--- src/rtl/mem_req_scheduler_if.sv ---
// Bus bundle between the request scheduler, its two requesters, the cache, the RAM
// and the response consumer. "master" is the scheduler side, "slave" the environment.
interface mem_req_scheduler_if #(
   parameter int AW = 32,
   parameter int DW = 32
);
   logic          req0_valid;
   logic          req0_mode;
   logic [AW-1:0] req0_addr;
   logic [DW-1:0] req0_data;
   logic          req0_ready;

   logic          req1_valid;
   logic          req1_mode;
   logic [AW-1:0] req1_addr;
   logic [DW-1:0] req1_data;
   logic          req1_ready;

   logic          cache_start;
   logic [AW-1:0] cache_address;
   logic          cache_busy;
   logic [DW-1:0] cache_out;

   logic          ram_start;
   logic [AW-1:0] ram_address;
   logic [DW-1:0] ram_data;
   logic          ram_mode;
   logic          ram_busy;

   logic          rsp_valid;
   logic          rsp_id;
   logic [DW-1:0] rsp_data;
   logic          rsp_err;

   modport master (
      input  req0_valid, req0_mode, req0_addr, req0_data,
      output req0_ready,
      input  req1_valid, req1_mode, req1_addr, req1_data,
      output req1_ready,
      output cache_start, cache_address,
      input  cache_busy, cache_out,
      output ram_start, ram_address, ram_data, ram_mode,
      input  ram_busy,
      output rsp_valid, rsp_id, rsp_data, rsp_err
   );

   modport slave (
      output req0_valid, req0_mode, req0_addr, req0_data,
      input  req0_ready,
      output req1_valid, req1_mode, req1_addr, req1_data,
      input  req1_ready,
      input  cache_start, cache_address,
      output cache_busy, cache_out,
      input  ram_start, ram_address, ram_data, ram_mode,
      output ram_busy,
      input  rsp_valid, rsp_id, rsp_data, rsp_err
   );
endinterface

--- src/rtl/mem_req_scheduler.sv ---
// Round-robin scheduler for two requesters: reads go to the cache, writes to the RAM.
// One access in flight; start pulse, busy handshake, tagged response, watchdog abort.
module mem_req_scheduler #(
   parameter int AW      = 32,
   parameter int DW      = 32,
   parameter int TIMEOUT = 255,
   parameter int TW      = 8
) (
   input  logic clk,
   input  logic rst,
   mem_req_scheduler_if.master bus
);

   typedef enum logic [1:0] {
      IDLE  = 2'd0,
      ISSUE = 2'd1,
      WAIT  = 2'd2,
      DONE  = 2'd3
   } state_t;

   localparam logic [TW-1:0] TIMEOUT_C = TW'(TIMEOUT);

   state_t        state;
   logic          last_grant;
   logic [TW-1:0] wd_cnt;
   logic          lat_id;
   logic          lat_mode;

   logic          any_valid;
   logic          grant_id;
   logic          grant_mode;
   logic [AW-1:0] grant_addr;
   logic [DW-1:0] grant_data;
   logic          sel_busy;
   logic          wait_ok;
   logic          wait_err;

   // Tie goes to the requester that was not served last.
   always_comb begin
      // NOTE: default assignment first so every path drives grant_id and no latch is inferred.
      grant_id = 1'b0;
      if (bus.req0_valid && bus.req1_valid) begin
         grant_id = ~last_grant;
      end else if (bus.req1_valid) begin
         grant_id = 1'b1;
      end
   end

   assign any_valid  = bus.req0_valid | bus.req1_valid;
   assign grant_mode = grant_id ? bus.req1_mode : bus.req0_mode;
   assign grant_addr = grant_id ? bus.req1_addr : bus.req0_addr;
   assign grant_data = grant_id ? bus.req1_data : bus.req0_data;

   // Only the unit that received the start pulse is watched.
   assign sel_busy = lat_mode ? bus.ram_busy : bus.cache_busy;

   // wd_cnt == 0 marks the grace cycle, where busy may not have risen yet.
   assign wait_ok  = (wd_cnt != '0) && !sel_busy;
   assign wait_err = !wait_ok && (wd_cnt == TIMEOUT_C);

   always_ff @(posedge clk or posedge rst) begin
      if (rst) begin
         state             <= IDLE;
         last_grant        <= 1'b1;
         wd_cnt            <= '0;
         lat_id            <= 1'b0;
         lat_mode          <= 1'b0;
         bus.req0_ready    <= 1'b0;
         bus.req1_ready    <= 1'b0;
         bus.cache_start   <= 1'b0;
         bus.cache_address <= '0;
         bus.ram_start     <= 1'b0;
         bus.ram_address   <= '0;
         bus.ram_data      <= '0;
         bus.ram_mode      <= 1'b0;
         bus.rsp_valid     <= 1'b0;
         bus.rsp_id        <= 1'b0;
         bus.rsp_data      <= '0;
         bus.rsp_err       <= 1'b0;
      end else begin
         // NOTE: non-blocking assignments for all state so every register sees pre-edge values.
         bus.req0_ready  <= 1'b0;
         bus.req1_ready  <= 1'b0;
         bus.cache_start <= 1'b0;
         bus.ram_start   <= 1'b0;
         bus.rsp_valid   <= 1'b0;

         case (state)
            IDLE: begin
               if (any_valid) begin
                  lat_id     <= grant_id;
                  lat_mode   <= grant_mode;
                  last_grant <= grant_id;
                  state      <= ISSUE;
                  if (grant_id) begin
                     bus.req1_ready <= 1'b1;
                  end else begin
                     bus.req0_ready <= 1'b1;
                  end
                  // Pulses are registered here so they are high during ISSUE.
                  if (grant_mode) begin
                     bus.ram_start   <= 1'b1;
                     bus.ram_mode    <= 1'b1;
                     bus.ram_address <= grant_addr;
                     bus.ram_data    <= grant_data;
                  end else begin
                     bus.cache_start   <= 1'b1;
                     bus.cache_address <= grant_addr;
                  end
               end
            end

            ISSUE: begin
               wd_cnt <= '0;
               state  <= WAIT;
            end

            WAIT: begin
               wd_cnt <= wd_cnt + TW'(1);
               if (wait_ok || wait_err) begin
                  state         <= DONE;
                  bus.rsp_valid <= 1'b1;
                  bus.rsp_id    <= lat_id;
                  bus.rsp_err   <= wait_err;
                  bus.ram_mode  <= 1'b0;
                  bus.rsp_data  <= (wait_ok && !lat_mode) ? bus.cache_out : '0;
               end
            end

            DONE: begin
               state <= IDLE;
            end

            default: begin
               state <= IDLE;
            end
         endcase
      end
   end

endmodule

--- src/flat_wrapper.sv ---
// flat-port wrapper written by rule: the top's interface ports become plain ports
module mem_req_scheduler_flat 
#(
   parameter int AW      = 32,
   parameter int DW      = 32,
   parameter int TIMEOUT = 255,
   parameter int TW      = 8
)
  (clk, rst, bus_req0_valid, bus_req0_mode, bus_req0_addr, bus_req0_data, bus_req0_ready, bus_req1_valid, bus_req1_mode, bus_req1_addr, bus_req1_data, bus_req1_ready, bus_cache_start, bus_cache_address, bus_cache_busy, bus_cache_out, bus_ram_start, bus_ram_address, bus_ram_data, bus_ram_mode, bus_ram_busy, bus_rsp_valid, bus_rsp_id, bus_rsp_data, bus_rsp_err);
  mem_req_scheduler_if #(.AW(AW), .DW(DW)) bus_i ();
  input  logic clk;
  input  logic rst;
  input wire logic [$bits(bus_i.req0_valid)-1:0] bus_req0_valid;
  input wire logic [$bits(bus_i.req0_mode)-1:0] bus_req0_mode;
  input wire logic [$bits(bus_i.req0_addr)-1:0] bus_req0_addr;
  input wire logic [$bits(bus_i.req0_data)-1:0] bus_req0_data;
  output wire logic [$bits(bus_i.req0_ready)-1:0] bus_req0_ready;
  input wire logic [$bits(bus_i.req1_valid)-1:0] bus_req1_valid;
  input wire logic [$bits(bus_i.req1_mode)-1:0] bus_req1_mode;
  input wire logic [$bits(bus_i.req1_addr)-1:0] bus_req1_addr;
  input wire logic [$bits(bus_i.req1_data)-1:0] bus_req1_data;
  output wire logic [$bits(bus_i.req1_ready)-1:0] bus_req1_ready;
  output wire logic [$bits(bus_i.cache_start)-1:0] bus_cache_start;
  output wire logic [$bits(bus_i.cache_address)-1:0] bus_cache_address;
  input wire logic [$bits(bus_i.cache_busy)-1:0] bus_cache_busy;
  input wire logic [$bits(bus_i.cache_out)-1:0] bus_cache_out;
  output wire logic [$bits(bus_i.ram_start)-1:0] bus_ram_start;
  output wire logic [$bits(bus_i.ram_address)-1:0] bus_ram_address;
  output wire logic [$bits(bus_i.ram_data)-1:0] bus_ram_data;
  output wire logic [$bits(bus_i.ram_mode)-1:0] bus_ram_mode;
  input wire logic [$bits(bus_i.ram_busy)-1:0] bus_ram_busy;
  output wire logic [$bits(bus_i.rsp_valid)-1:0] bus_rsp_valid;
  output wire logic [$bits(bus_i.rsp_id)-1:0] bus_rsp_id;
  output wire logic [$bits(bus_i.rsp_data)-1:0] bus_rsp_data;
  output wire logic [$bits(bus_i.rsp_err)-1:0] bus_rsp_err;
  assign bus_i.req0_valid = bus_req0_valid;
  assign bus_i.req0_mode = bus_req0_mode;
  assign bus_i.req0_addr = bus_req0_addr;
  assign bus_i.req0_data = bus_req0_data;
  assign bus_req0_ready = bus_i.req0_ready;
  assign bus_i.req1_valid = bus_req1_valid;
  assign bus_i.req1_mode = bus_req1_mode;
  assign bus_i.req1_addr = bus_req1_addr;
  assign bus_i.req1_data = bus_req1_data;
  assign bus_req1_ready = bus_i.req1_ready;
  assign bus_cache_start = bus_i.cache_start;
  assign bus_cache_address = bus_i.cache_address;
  assign bus_i.cache_busy = bus_cache_busy;
  assign bus_i.cache_out = bus_cache_out;
  assign bus_ram_start = bus_i.ram_start;
  assign bus_ram_address = bus_i.ram_address;
  assign bus_ram_data = bus_i.ram_data;
  assign bus_ram_mode = bus_i.ram_mode;
  assign bus_i.ram_busy = bus_ram_busy;
  assign bus_rsp_valid = bus_i.rsp_valid;
  assign bus_rsp_id = bus_i.rsp_id;
  assign bus_rsp_data = bus_i.rsp_data;
  assign bus_rsp_err = bus_i.rsp_err;
  mem_req_scheduler #(.AW(AW), .DW(DW), .TIMEOUT(TIMEOUT), .TW(TW)) u_core (.clk(clk), .rst(rst), .bus(bus_i));
endmodule
--- config.mk ---
export PLATFORM = sky130hd
export DESIGN_NAME = mem_req_scheduler_flat
export DESIGN_NICKNAME = d
export VERILOG_FILES = /design/src/rtl/mem_req_scheduler_if.sv /design/src/rtl/mem_req_scheduler.sv /design/src/flat_wrapper.sv
export SDC_FILE = /design/constraint.sdc
export NUM_CORES = 1
export LEC_CHECK = 0
export CORE_MARGIN = 4
export CORE_UTILIZATION = 38
export DETAILED_ROUTE_END_ITERATION = 10
export MAX_ROUTING_LAYER = met4
export PLACE_DENSITY = 0.74
export SLEW_MARGIN = 30
export SYNTH_ARGS = -nofsm -noshare
export SYNTH_HDL_FRONTEND = slang
export SYNTH_SLANG_ARGS = --single-unit
--- constraint.sdc ---
create_clock -name clk -period 5.97 [get_ports clk]
set_input_delay 1.791 -clock clk [delete_from_list [all_inputs] [get_ports clk]]
set_output_delay 1.791 -clock clk [all_outputs]
set_load 0.02 [all_outputs]
# == Word-level counts from Yosys, hierarchy flattened ==
# Index checks and enable logic that the tools add are counted.
# word_totals
ff_bits,149
inputBits,168
wordCells,75
# op_classes
add_sub_neg,1
eq_ne,7
mux,29
bitwise,3
reduce_logical,18
# ops
operator,count
32-bit 2-to-1 mux,3
1-bit 2-to-1 mux,21
8-bit one-hot mux with 2 select lines,1
8-bit by 1-bit adder with 8-bit output (second input constant),1
8-bit == test (second input constant),1
2-bit one-hot mux with 4 select lines,1
8-bit nonzero test,1
2-bit by 1-bit != test with 1-bit output (second input constant),3
2-bit AND reduction,3
3-bit AND reduction,2
2-bit == test (second input constant),2
1-bit logical AND,4
2-bit 2-to-1 mux,2
4-bit AND reduction,1
2-bit nonzero test,2
1-bit logical NOT,3
2-bit by 1-bit == test with 1-bit output (second input constant),1
2-bit logical NOT,1
1-bit inverter,2
1-bit one-hot mux with 2 select lines,1
1-bit logical OR,1
1-bit OR,1

# == Longest topological paths before layout ==
# depth
depth_word,8
depth_mapped,8

# == Worst setup path after synthesis ==
# OpenSTA, ideal clock, no wires.
# synth_timing
kind,input -> register
start,input bus_req1_valid
end,register u_core.bus.ram_address[10]
setup_time_ns,0.128
t_arrival_ns,3.011
required_ns,5.842
slack_ns,2.832
path_stages,5
path_buffers,2
cell_sequence,a21boi_2 > buf_4 > buf_2 > mux2_2 > mux2_1
# synth_via
elab_chain_len,4
elab_cells_between_ends,7
# synth_lines
element,line_no,source
"start, declared",flat_wrapper.sv:18,input wire logic [$bits(bus_i.req1_valid)-1:0] bus_req1_valid;
1-bit 2-to-1 mux or 1-bit logical AND (tied branches),"mem_req_scheduler.sv:44, mem_req_scheduler.sv:42",
1-bit 2-to-1 mux,mem_req_scheduler.sv:42,if (bus.req0_valid && bus.req1_valid) begin
1-bit 2-to-1 mux,mem_req_scheduler.sv:50,assign grant_mode = grant_id ? bus.req1_mode : bus.req0_mode;
3-bit AND reduction (no line),-,
"end signal, assigned",mem_req_scheduler.sv:104,bus.ram_address <= grant_addr;
"end, declared",mem_req_scheduler_if.sv:42,"output ram_start, ram_address, ram_data, ram_mode,"
# Parallel ways exist; a longest one is shown, timed or not.
# A chain may end at the register's enable or synchronous reset.

# == Final worst setup path ==
# layout_timing
start,input bus_req0_valid
end,register u_core.bus.ram_data[14]
# layout_via
elab_chain_len,4
elab_cells_between_ends,6
# layout_lines
element,line_no,source
"start, declared",flat_wrapper.sv:13,input wire logic [$bits(bus_i.req0_valid)-1:0] bus_req0_valid;
1-bit logical AND,mem_req_scheduler.sv:42,
1-bit 2-to-1 mux,mem_req_scheduler.sv:42,
1-bit 2-to-1 mux,mem_req_scheduler.sv:50,
3-bit AND reduction (no line),-,
"end signal, assigned",mem_req_scheduler.sv:105,bus.ram_data <= grant_data;
"end, declared",mem_req_scheduler_if.sv:42,
# Parallel ways exist; a longest one is shown, timed or not.

==> impl_metrics.csv <==
group,metric,value,unit
layout,n_antenna_cell,0,
worst_setup_path,crit_required,6.25,ns
logic_synthesis,postSynthCellCount,559,
layout,area_delta_synth_final,57.7,%
floorplan,fp-row-count,48,
routing,wl,19400,microns
pwr,max-vdd-ir-drop,0.228,mV
worst_setup_path,cp-endpoint,"u_core.bus.ram_data[14]",
placement,dpl.cell_count,1059,
timing,fin_tns_setup,0,ns
routing,drtPass1Iterations,4,
global_route,grt_max_degree,102,
worst_hold_path,hold_class,"reg -> reg",
logic_synthesis,netlist_top_cells_area,"dfrtp_1 (56%), mux2_2 (12%), o21ai_0 (5.6%), mux2i_1 (5.0%), mux2_1 (4.6%)",
logic_synthesis,muxShareOfSynthArea,21.8,%
placement,gp_congestion,0.807,
timing,rsz0062_at_grt,"false",
pwr,switching_power,1900,uW
logic_synthesis,synth_top_area_share,55.6,%
worst_setup_path,critPathMaxFanout,44,
timing,slew_viol_final,0,
routing,wl_per_cell,17.8,microns
clocking,cts_sinks,149,
global_route,grt_pass1_wl,30200,microns
logic_synthesis,mappedNetlistArea,0.00667,sq mm
layout,finalNetCount,1025,
placement,hpwlAfterDp,14100,microns
job,maxCapViolCount,0,
worst_setup_path,r2r-start,"u_core.state[0]",
clocking,clockRootBuffer,"clkbuf_16",
logic_synthesis,async_flop_share,100,%
routing,vias_per_cell,4.98,
global_route,track_usage,20.0,%
global_route,grt_pass1_vias,5613,
floorplan,die_w,140,microns
timing,period_minus_slack,3.78,ns
logic_synthesis,ys_warn_count,0,
layout,stdcell_count,1090,
logic_synthesis,ys_seq_area_share,56.0,%
worst_setup_path,critPathArrivalTime,4.06,ns
timing,tightest_slew,0.881,ns
clocking,cts_hold_buf,0,
logic_synthesis,synth_adder_area_share,0.751,%
timing,timing.final.crit_share,63.4,%
timing,clock.fmax,264,MHz
placement,dpl_worst_slack,1.55,ns
worst_setup_path,end_kind,"register",
worst_setup_path,reg2reg_to,"u_core.bus.ram_data[30]",
worst_setup_path,critical_path_class,"in -> reg",
worst_setup_path,start_kind,"input port",
floorplan,die_h,140,microns
clocking,clockBufferDepth,2,
pwr,p_comb_share,46.0,%
pwr,pwr-share-seq,31.7,%
routing,drcViolationCount,0,
pwr,switching_share,35.9,%
worst_setup_path,timing.critical_path.from,"bus_req0_valid",
timing,setup_viol,0,
logic_synthesis,syn_nets,731,
floorplan,core,0.0172,sq mm
logic_synthesis,ys_types,43,
clocking,cts_buffers,17,
logic_synthesis,synth_top_family_by_area,"multiplexers",
logic_synthesis,yosys.area_share.simple,6.85,%
clocking,cts_tree,"done",
floorplan,ios,304,
timing,skew,0.00730,ns
clocking,insertion_delay,0.42,ns
pwr,power_leakage,0.00436,uW
global_route,grt_overflow,0,
placement,portBuffers,303,
timing,hold_violations,0,
worst_setup_path,r2r_cells,5,
routing,vias,5430,
logic_synthesis,synthFlopType,"dfrtp_1",
global_route,antenna_found_initial,0,
floorplan,die_area,0.0197,sq mm
worst_setup_path,rrSetupSlack,3.61,ns
logic_synthesis,synth_compound_area_share,10.2,%
routing,detail-route-antenna-nets,0,
logic_synthesis,synth_seq_cells,149,
placement,placed_area,0.00986,sq mm
pwr,p_int,3390,uW
pwr,power_density,503,mW/mm^2
logic_synthesis,synth_xor_area_share,0.131,%
clocking,cts_resized,0,
routing,drtIter0Drc,175,
logic_synthesis,syn_avg_cell_area,11.9,sq um
layout,drive_gt1_share,14.0,%
run_status,outcome,"finished clean",
pwr,power.share.clock,22.3,%
floorplan,start_util,38.7,%
timing,slew_headroom,40.9,%
logic_synthesis,synth_edf_count,0,
timing,fin_ws,2.19,ns
clocking,cts.clk_slew.worst_paths,0.06,ns
clocking,cts_setup_buffers,0,
clocking,h-tree-depth,4,
layout,design_area,0.0105,sq mm
logic_synthesis,yosysTopAreaCell,"dfrtp_1",
critical path, cell delays in order:
cell and delay, ns:
clkdlybuf4s50_1 0.63, a21boi_4 0.10, a32oi_2 0.15, buf_4 0.33
nand2b_4 0.59, buf_4 0.30, o21ai_0 0.13
cell families after synthesis:
kind of cell | Yosys count
AO/OA/AOI/OAI | 123
XOR/XNOR | 1
adder cells (fa/ha/maj) | 4
buffers and inverters | 53
flip-flops | 149
multiplexers | 132
AND/OR/NAND/NOR | 97
power groups by stage:
stage / clock network, uW / registers [uW] / logic [uW]
2_1_floorplan: 0 / 2180 / 758
3_3_place_gp: 0 / 1670 / 2430
3_5_place_dp: 0 / 1690 / 2460
4_1_cts: 1200 / 1680 / 2470
5_1_grt: 1250 / 1730 / 2620
6_report: 1180 / 1680 / 2430
metal layers:
metal  share of wire, %  vias to the layer above  wire, microns  track usage (%)
met5                  0                        -              0                -
met3                 10                       26           1960             7.75
met1                 41                     2604           7980             24.4
met4                1.8                        0            342             6.53
li1                   -                     2567              -                -
met2                 47                      233           9090             30.8
registers in the layout, summed over array words and instances, names as in the netlist, 2 cells and up:
signal                    count
u_core.bus.cache_address     32
u_core.bus.ram_address       32
u_core.bus.ram_data          32
u_core.bus.rsp_data          32
u_core.state                  2
u_core.wd_cnt                 8
cell usage in the layout (no fill, tap or decap), drive strengths merged, types with 3 or more instances in the layout:
cell / n
clkdlybuf4s50: 303
dfrtp: 148
o21ai: 103
mux2: 99
nand2: 40
nand3: 37
mux2i: 33
clkbuf: 17
inv: 17
buf: 11
nor2: 5
bufinv: 5
a21oi: 4
ha: 4
clkinv: 4
a21o: 3
worst min path at each step:
| stage | start | endpoint | slack (ns) | cells past startpoint |
|---|---|---|---|---|
| 3_3_place_gp | u_core.lat_id | u_core.lat_id | 0.47 | 1 |
| 6_report | u_core.bus.ram_address[23] | u_core.bus.ram_address[23] | 0.49 | 1 |
| 4_1_cts | u_core.lat_id | u_core.lat_id | 0.49 | 1 |
| 5_1_grt | u_core.lat_id | u_core.lat_id | 0.50 | 1 |
| 3_5_place_dp | u_core.lat_id | u_core.lat_id | 0.48 | 1 |
| 2_1_floorplan | u_core.lat_id | u_core.lat_id | 0.45 | 1 |
through the flow:
stage | util [%] | hold slack, ns | total power, uW
detailed placement | 57.2 | 0.479 | 4150
global route | 61.0 | 0.504 | 5600
finish | 61.0 | 0.490 | 5290
CTS | 60.9 | 0.493 | 5360
global placement | 57.2 | 0.468 | 4110
floorplan | - | 0.449 | 2940
Yosys cell counts, types with 2 or more instances:
library cell  number
a21o_1             3
buf_2              5
nor3_1             2
nand4_1            2
o21ai_1           29
mux2_1            27
or3_1              2
buf_6              8
mux2_2            70
nand2b_1           2
o2bb2ai_1          2
clkbuf_1          18
and2_1             2
o21ai_0           74
clkbuf_2           2
inv_1             14
nor2b_1            2
buf_4              5
ha_1               4
nand2_1           40
nor2_1             5
mux2_4             2
a21oi_1            4
mux2i_1           33
dfrtp_1          148
nand3_1           37
final cells by class:
type,instances,area [sq um]
Inverter,14,60.1
Clock inverter,14,223
Tap cell,225,282
Sequential cell,149,3730
Timing Repair Buffer,314,3120
Fill cell,1423,6730
Multi-Input combinational cell,357,2670
Clock buffer,17,425
Power figures use the tool's default switching activity.
